$ cat src/rtl/muldiv_unit.sv
// Multiply/divide unit owning the HI/LO pair: fixed-latency multiply path with
// accumulate/subtract forms, and an iterative restoring divider (one bit per cycle).
module muldiv_unit #(
  parameter int unsigned WIDTH       = 32,
  parameter int unsigned MUL_LATENCY = 5
) (
  input  logic             clk,
  input  logic             reset,
  input  logic             start,
  input  logic [3:0]       op,
  input  logic [WIDTH-1:0] A,
  input  logic [WIDTH-1:0] B,
  input  logic             cancel,
  output logic             busy,
  output logic             done,
  output logic [WIDTH-1:0] HI,
  output logic [WIDTH-1:0] LO
);

  localparam int unsigned MAX_CNT = (WIDTH > MUL_LATENCY) ? WIDTH : MUL_LATENCY;
  localparam int unsigned CNT_W   = $clog2(MAX_CNT + 1);

  localparam logic [1:0] S_IDLE = 2'd0;
  localparam logic [1:0] S_MUL  = 2'd1;
  localparam logic [1:0] S_DIV  = 2'd2;

  logic [1:0]         state_q, state_d;
  logic [CNT_W-1:0]   cnt_q, cnt_d;
  logic [3:0]         op_q, op_d;
  logic [WIDTH-1:0]   a_q, a_d, b_q, b_d;
  logic [WIDTH-1:0]   quo_q, quo_d, rem_q, rem_d;
  logic [WIDTH-1:0]   hi_q, hi_d, lo_q, lo_d;
  logic               busy_q, busy_d, done_q, done_d;

  // Multiply datapath: extend to 2*WIDTH so one unsigned multiply serves both signednesses
  logic [2*WIDTH-1:0] a_ext, b_ext, prod, acc;
  assign a_ext = op_q[0] ? {{WIDTH{1'b0}}, a_q} : {{WIDTH{a_q[WIDTH-1]}}, a_q};
  assign b_ext = op_q[0] ? {{WIDTH{1'b0}}, b_q} : {{WIDTH{b_q[WIDTH-1]}}, b_q};
  assign prod  = a_ext * b_ext;
  assign acc   = {hi_q, lo_q};

  // Divide datapath: magnitude restoring step and signed fixup controls
  logic [WIDTH-1:0] dvs;
  logic [WIDTH:0]   rem_shift;
  logic             rem_ge, q_neg, r_neg;
  assign dvs       = (!op_q[0] && b_q[WIDTH-1]) ? -b_q : b_q;
  assign rem_shift = {rem_q, quo_q[WIDTH-1]};
  assign rem_ge    = rem_shift >= {1'b0, dvs};
  assign q_neg     = !op_q[0] && (a_q[WIDTH-1] ^ b_q[WIDTH-1]);
  assign r_neg     = !op_q[0] && a_q[WIDTH-1];

  always_comb begin
    state_d = state_q;
    cnt_d   = cnt_q;
    op_d    = op_q;
    a_d     = a_q;
    b_d     = b_q;
    quo_d   = quo_q;
    rem_d   = rem_q;
    hi_d    = hi_q;
    lo_d    = lo_q;
    busy_d  = busy_q;
    done_d  = 1'b0;
    case (state_q)
      S_IDLE: begin
        if (start && !cancel) begin
          case (op)
            4'd0, 4'd1, 4'd4, 4'd5, 4'd6, 4'd7: begin
              state_d = S_MUL;
              busy_d  = 1'b1;
              op_d    = op;
              a_d     = A;
              b_d     = B;
              cnt_d   = '0;
            end
            4'd2, 4'd3: begin
              state_d = S_DIV;
              busy_d  = 1'b1;
              op_d    = op;
              a_d     = A;
              b_d     = B;
              cnt_d   = '0;
              rem_d   = '0;
              quo_d   = (!op[0] && A[WIDTH-1]) ? -A : A;
            end
            4'd8:    hi_d = A;
            4'd9:    lo_d = A;
            default: ;
          endcase
        end
      end
      S_MUL: begin
        if (cancel) begin
          state_d = S_IDLE;
          busy_d  = 1'b0;
        end else if (cnt_q == CNT_W'(MUL_LATENCY - 1)) begin
          case (op_q)
            4'd4, 4'd5: {hi_d, lo_d} = acc + prod;
            4'd6, 4'd7: {hi_d, lo_d} = acc - prod;
            default:    {hi_d, lo_d} = prod;
          endcase
          state_d = S_IDLE;
          busy_d  = 1'b0;
          done_d  = 1'b1;
        end else begin
          cnt_d = cnt_q + 1'b1;
        end
      end
      S_DIV: begin
        if (cancel) begin
          state_d = S_IDLE;
          busy_d  = 1'b0;
        end else if (cnt_q == CNT_W'(WIDTH)) begin
          // Divide by zero bypasses the fixup and reports the dividend unchanged
          if (b_q == '0) begin
            lo_d = '1;
            hi_d = a_q;
          end else begin
            lo_d = q_neg ? -quo_q : quo_q;
            hi_d = r_neg ? -rem_q : rem_q;
          end
          state_d = S_IDLE;
          busy_d  = 1'b0;
          done_d  = 1'b1;
        end else begin
          rem_d = rem_ge ? WIDTH'(rem_shift - {1'b0, dvs}) : rem_shift[WIDTH-1:0];
          quo_d = {quo_q[WIDTH-2:0], rem_ge};
          cnt_d = cnt_q + 1'b1;
        end
      end
      default: begin
        state_d = S_IDLE;
        busy_d  = 1'b0;
      end
    endcase
  end

  always_ff @(posedge clk) begin
    if (reset) begin
      state_q <= S_IDLE;
      cnt_q   <= '0;
      op_q    <= '0;
      a_q     <= '0;
      b_q     <= '0;
      quo_q   <= '0;
      rem_q   <= '0;
      hi_q    <= '0;
      lo_q    <= '0;
      busy_q  <= 1'b0;
      done_q  <= 1'b0;
    end else begin
      state_q <= state_d;
      cnt_q   <= cnt_d;
      op_q    <= op_d;
      a_q     <= a_d;
      b_q     <= b_d;
      quo_q   <= quo_d;
      rem_q   <= rem_d;
      hi_q    <= hi_d;
      lo_q    <= lo_d;
      busy_q  <= busy_d;
      done_q  <= done_d;
    end
  end

  assign busy = busy_q;
  assign done = done_q;
  assign HI   = hi_q;
  assign LO   = lo_q;

endmodule

$ cat config.mk
export PLATFORM = sky130hd
export DESIGN_NAME = muldiv_unit
export DESIGN_NICKNAME = d
export VERILOG_FILES = /design/src/rtl/muldiv_unit.sv
export SDC_FILE = /design/constraint.sdc
export NUM_CORES = 2
export LEC_CHECK = 0
export CAP_MARGIN = 20
export CORE_MARGIN = 2
export CORE_UTILIZATION = 60
export CTS_CLUSTER_DIAMETER = 120
export DETAILED_ROUTE_END_ITERATION = 10
export PLACE_DENSITY = 0.86
export SLEW_MARGIN = 5
export SYNTH_ARGS = -nofsm -noshare
export SYNTH_HDL_FRONTEND = slang
export SYNTH_SLANG_ARGS = --single-unit
$ cat constraint.sdc
create_clock -name clk -period 15.7 [get_ports clk]
set_clock_uncertainty 0.15 [all_clocks]
set_input_delay 1.57 -clock clk [delete_from_list [all_inputs] [get_ports clk]]
set_output_delay 1.57 -clock clk [all_outputs]
set_load 0.01 [all_outputs]
==> impl_metrics.py <==
metrics = {
    "hold_path": {
        "hp-class": "reg2reg",
        "hold_end": "a_q[28]$_SDFFE_PP0P_",
        "hold_depth": 2,
        "hold_start": "a_q[28]$_SDFFE_PP0P_",
    },
    "cells_and_area": {
        "final_cell_mix": "inv_1 (1709), fa_1 (1436), nand2_1 (1003)",
        "drive_gt1_share_pct": 3.06,
        "areaGrowthSynthToFinish_pct": 5.21,
        "stdcell_count": 9656,
        "final_util_pct": 63.9,
        "final_common_cell": "inv_1",
        "nets": 10097,
    },
    "timing": {
        "hold_slack_ns": 0.329,
        "tns_ns": 0,
        "clock.fmax_mhz": 68.6,
        "fin_crit_sh_pct": 92.9,
        "hold_viol": 0,
        "finalSetupViolCount": 0,
        "tightest_slew_ns": 1.29,
        "maxSlewViolCount": 0,
        "rsz0062_at_grt": "no",
        "final.min_clock_period_ns": 14.59,
        "maxSlewHeadroom_pct": 14.2,
    },
    "clocking": {
        "clkTransAtPathRegs_ns": 0.07,
        "cts.repair.resized": 0,
        "htree_levels": 1,
        "cts_buffers": 31,
        "cts-root-buf": "clkbuf_16",
        "cts_buffer_depth": 3,
        "clk_latency_ns": 0.69,
        "post_cts_buffers": 0,
        "ctsHoldBuffers": 0,
        "cts_tree": "done",
        "numClockSinks": 206,
    },
    "drt": {
        "routed_wirelength_mm": 251,
        "via_per_inst": 6.23,
        "dr.max_layer_used": "met5",
        "route.met3.wl_mm": 27.3,
        "drt-initial-drc-count": 6929,
        "firstDrtPassIters": 6,
        "drcViolationCount": 0,
        "met1Wirelength_mm": 89.6,
        "via_count": 60132,
        "wl_met2_mm": 111,
        "avgRoutedWirePerCell_um": 26.0,
        "ant_nets": 0,
    },
    "placed_design": {
        "io_buffers": 137,
        "place.gp.congestion": 1.05,
        "dp_hpwl_mm": 203,
        "dp.cells": 9594,
    },
    "worst_setup_path": {
        "cpMostUsedCell": "fa_1",
        "worstPathArrival_ns": 14.99,
        "cp.required_ns": 16.10,
        "rr_endpoint": "HI[31]$_SDFFE_PP0P_",
        "slowest_delay_ns": 0.79,
        "startpoint": "op_q[0]$_SDFFE_PP0P_",
        "path_delay_family": "adder cells",
        "endpoint_kind": "register",
        "crit_fanout": 40,
        "crit_slowest_cell": "fa_1",
        "start_kind": "register",
        "critical_path_buf_inv_count": 7,
        "timing.rr.start": "op_q[0]$_SDFFE_PP0P_",
        "crit_type": "reg2reg",
        "reg2regPathDepth": 42,
        "rrSetupSlack_ns": 1.11,
    },
    "global_routing": {
        "grt_use_total_pct": 42.9,
        "antenna_found_initial": 15,
        "grt_first_pass_wirelength_mm": 380,
        "grt_max_degree": 94,
        "globalRouteOverflowTotal": 0,
        "grt_pass1_vias": 62786,
    },
    "job": {
        "cap_violations": 0,
    },
    "synth": {
        "synth-edff-count": 0,
        "syn_avg_cell_area_um2": 8.40,
        "ys_warn_count": 0,
        "synth_nets": 10261,
        "synth_top_cell_by_area": "fa_1",
        "async_reset_ff_share_pct": 0,
        "synth_top_area_share_pct": 41.3,
        "mappedNetlistArea_um2": 69600,
        "synth.distinct_cells": 91,
        "synth_flop_cell": "dfxtp_1",
        "synthTopCellsByArea": "fa_1 (41%), inv_1 (9.2%), ha_1 (8.5%), dfxtp_1 (5.9%), nand2_1 (5.4%)",
        "synth.yosys.seq_area_share_pct": 5.93,
        "ys_ff_latch": 206,
        "synthCells": 8281,
    },
    "power": {
        "ir_drop_uv": 122,
        "power_density_nw_per_um2": 33.3,
        "p_leak_nw": 36.1,
    },
    "floorplanning": {
        "die_height_um": 345,
        "io_pins": 138,
        "start_util_pct": 60.7,
        "die_w_um": 345,
        "core_area_um2": 115000,
        "dieArea_um2": 119000,
        "placementRows": 124,
    },
    "run_status": {
        "status": "finished, final reports clean",
    },
}
==> synthesized netlist by cell type (9+ instances only) <==
master	count
inv_1	1709
fa_1	1436
nand2_1	1004
and2_1	577
ha_1	472
a21oi_1	448
clkbuf_1	424
nor2_1	320
o21ai_0	293
xnor2_1	210
dfxtp_1	206
xor2_1	106
a21o_1	90
nor3_1	72
o31ai_1	68
nand3_1	60
a211oi_1	43
nor4_1	42
o211ai_1	42
nor2b_1	41
nand4_1	38
a31oi_1	37
o21bai_1	36
nand2b_1	32
o21a_1	32
buf_1	29
a221oi_1	28
and3_1	27
o221ai_1	24
mux2i_1	23
or3_1	22
or4_1	20
o22ai_1	19
or2_2	18
o41ai_1	17
a22o_1	14
a211o_1	13
a311oi_1	13
a41oi_1	13
a21boi_0	12
buf_2	11
a32oi_1	9
==> registers in the layout, summed over array words and instances, names as in the netlist <==
name,flops
HI,32
op_q,4
a_q,32
done,1
rem_q,32
cnt_q,6
LO,32
quo_q,32
state_q,2
b_q,32
busy,1
==> kinds of logic after synthesis <==
group,share of synthesized area (%)
AOI/OAI and AO/OA,12.2
xor gates and xnor gates,3.98
muxes,0.379
and+or+nand+nor,15.9
DFF,5.93
buffers and inverters,11.8
adders and majority gates,49.8
==> cell type report <==
| cell class | count | area [um^2] |
|---|---|---|
| inverter | 1712 | 6430 |
| clock inverter | 14 | 173 |
| clock buffer | 39 | 846 |
| antenna | 7 | 17.5 |
| timing repair buffer | 271 | 2420 |
| sequential | 206 | 4130 |
| tap | 1512 | 1890 |
| multi-input combinational | 5895 | 57300 |
| fill | 9443 | 41400 |
==> through the flow <==
step | cell area (um^2) | total power, mW | setup WS, ns
6_report | 73200 | 2.44 | 1.11
5_1_grt | 73200 | 2.51 | 0.998
4_1_cts | 73200 | 2.38 | 1.62
3_5_place_dp | 72200 | 1.64 | 1.67
3_3_place_gp | 72100 | 1.63 | 1.75
2_1_floorplan | 69600 | 1.26 | 3.84
==> worst max-delay path by stage <==
stage | to | slack (ns) | depth (start not counted)
2_1_floorplan | HI[31]$_SDFFE_PP0P_ | 3.84 | 44
3_3_place_gp | HI[31]$_SDFFE_PP0P_ | 1.75 | 42
3_5_place_dp | HI[31]$_SDFFE_PP0P_ | 1.67 | 42
4_1_cts | HI[31]$_SDFFE_PP0P_ | 1.62 | 42
5_1_grt | HI[31]$_SDFFE_PP0P_ | 1.0 | 42
6_report | HI[31]$_SDFFE_PP0P_ | 1.11 | 42
==> metal layers <==
metal,vias up,global-route usage (%)
met5,-,0
met4,10,31.0
met3,1119,8.70
met2,3962,66.0
met1,29752,54.2
li1,25289,-
==> tightest hold or removal path: stages (launching register included) <==
cell and delay (ns):
dfxtp_1 0.31, nand2_1 0.06, a21oi_1 0.06
==> report_power, final <==
group	leakage, nW	total, mW	internal, mW	switching (mW)
registers	1.67	0.570	0.534	0.0356
clock network	0.484	0.759	0.427	0.333
logic	33.9	1.11	0.349	0.756
total	36.1	2.44	1.31	1.12
Power figures use the tool's default switching activity.
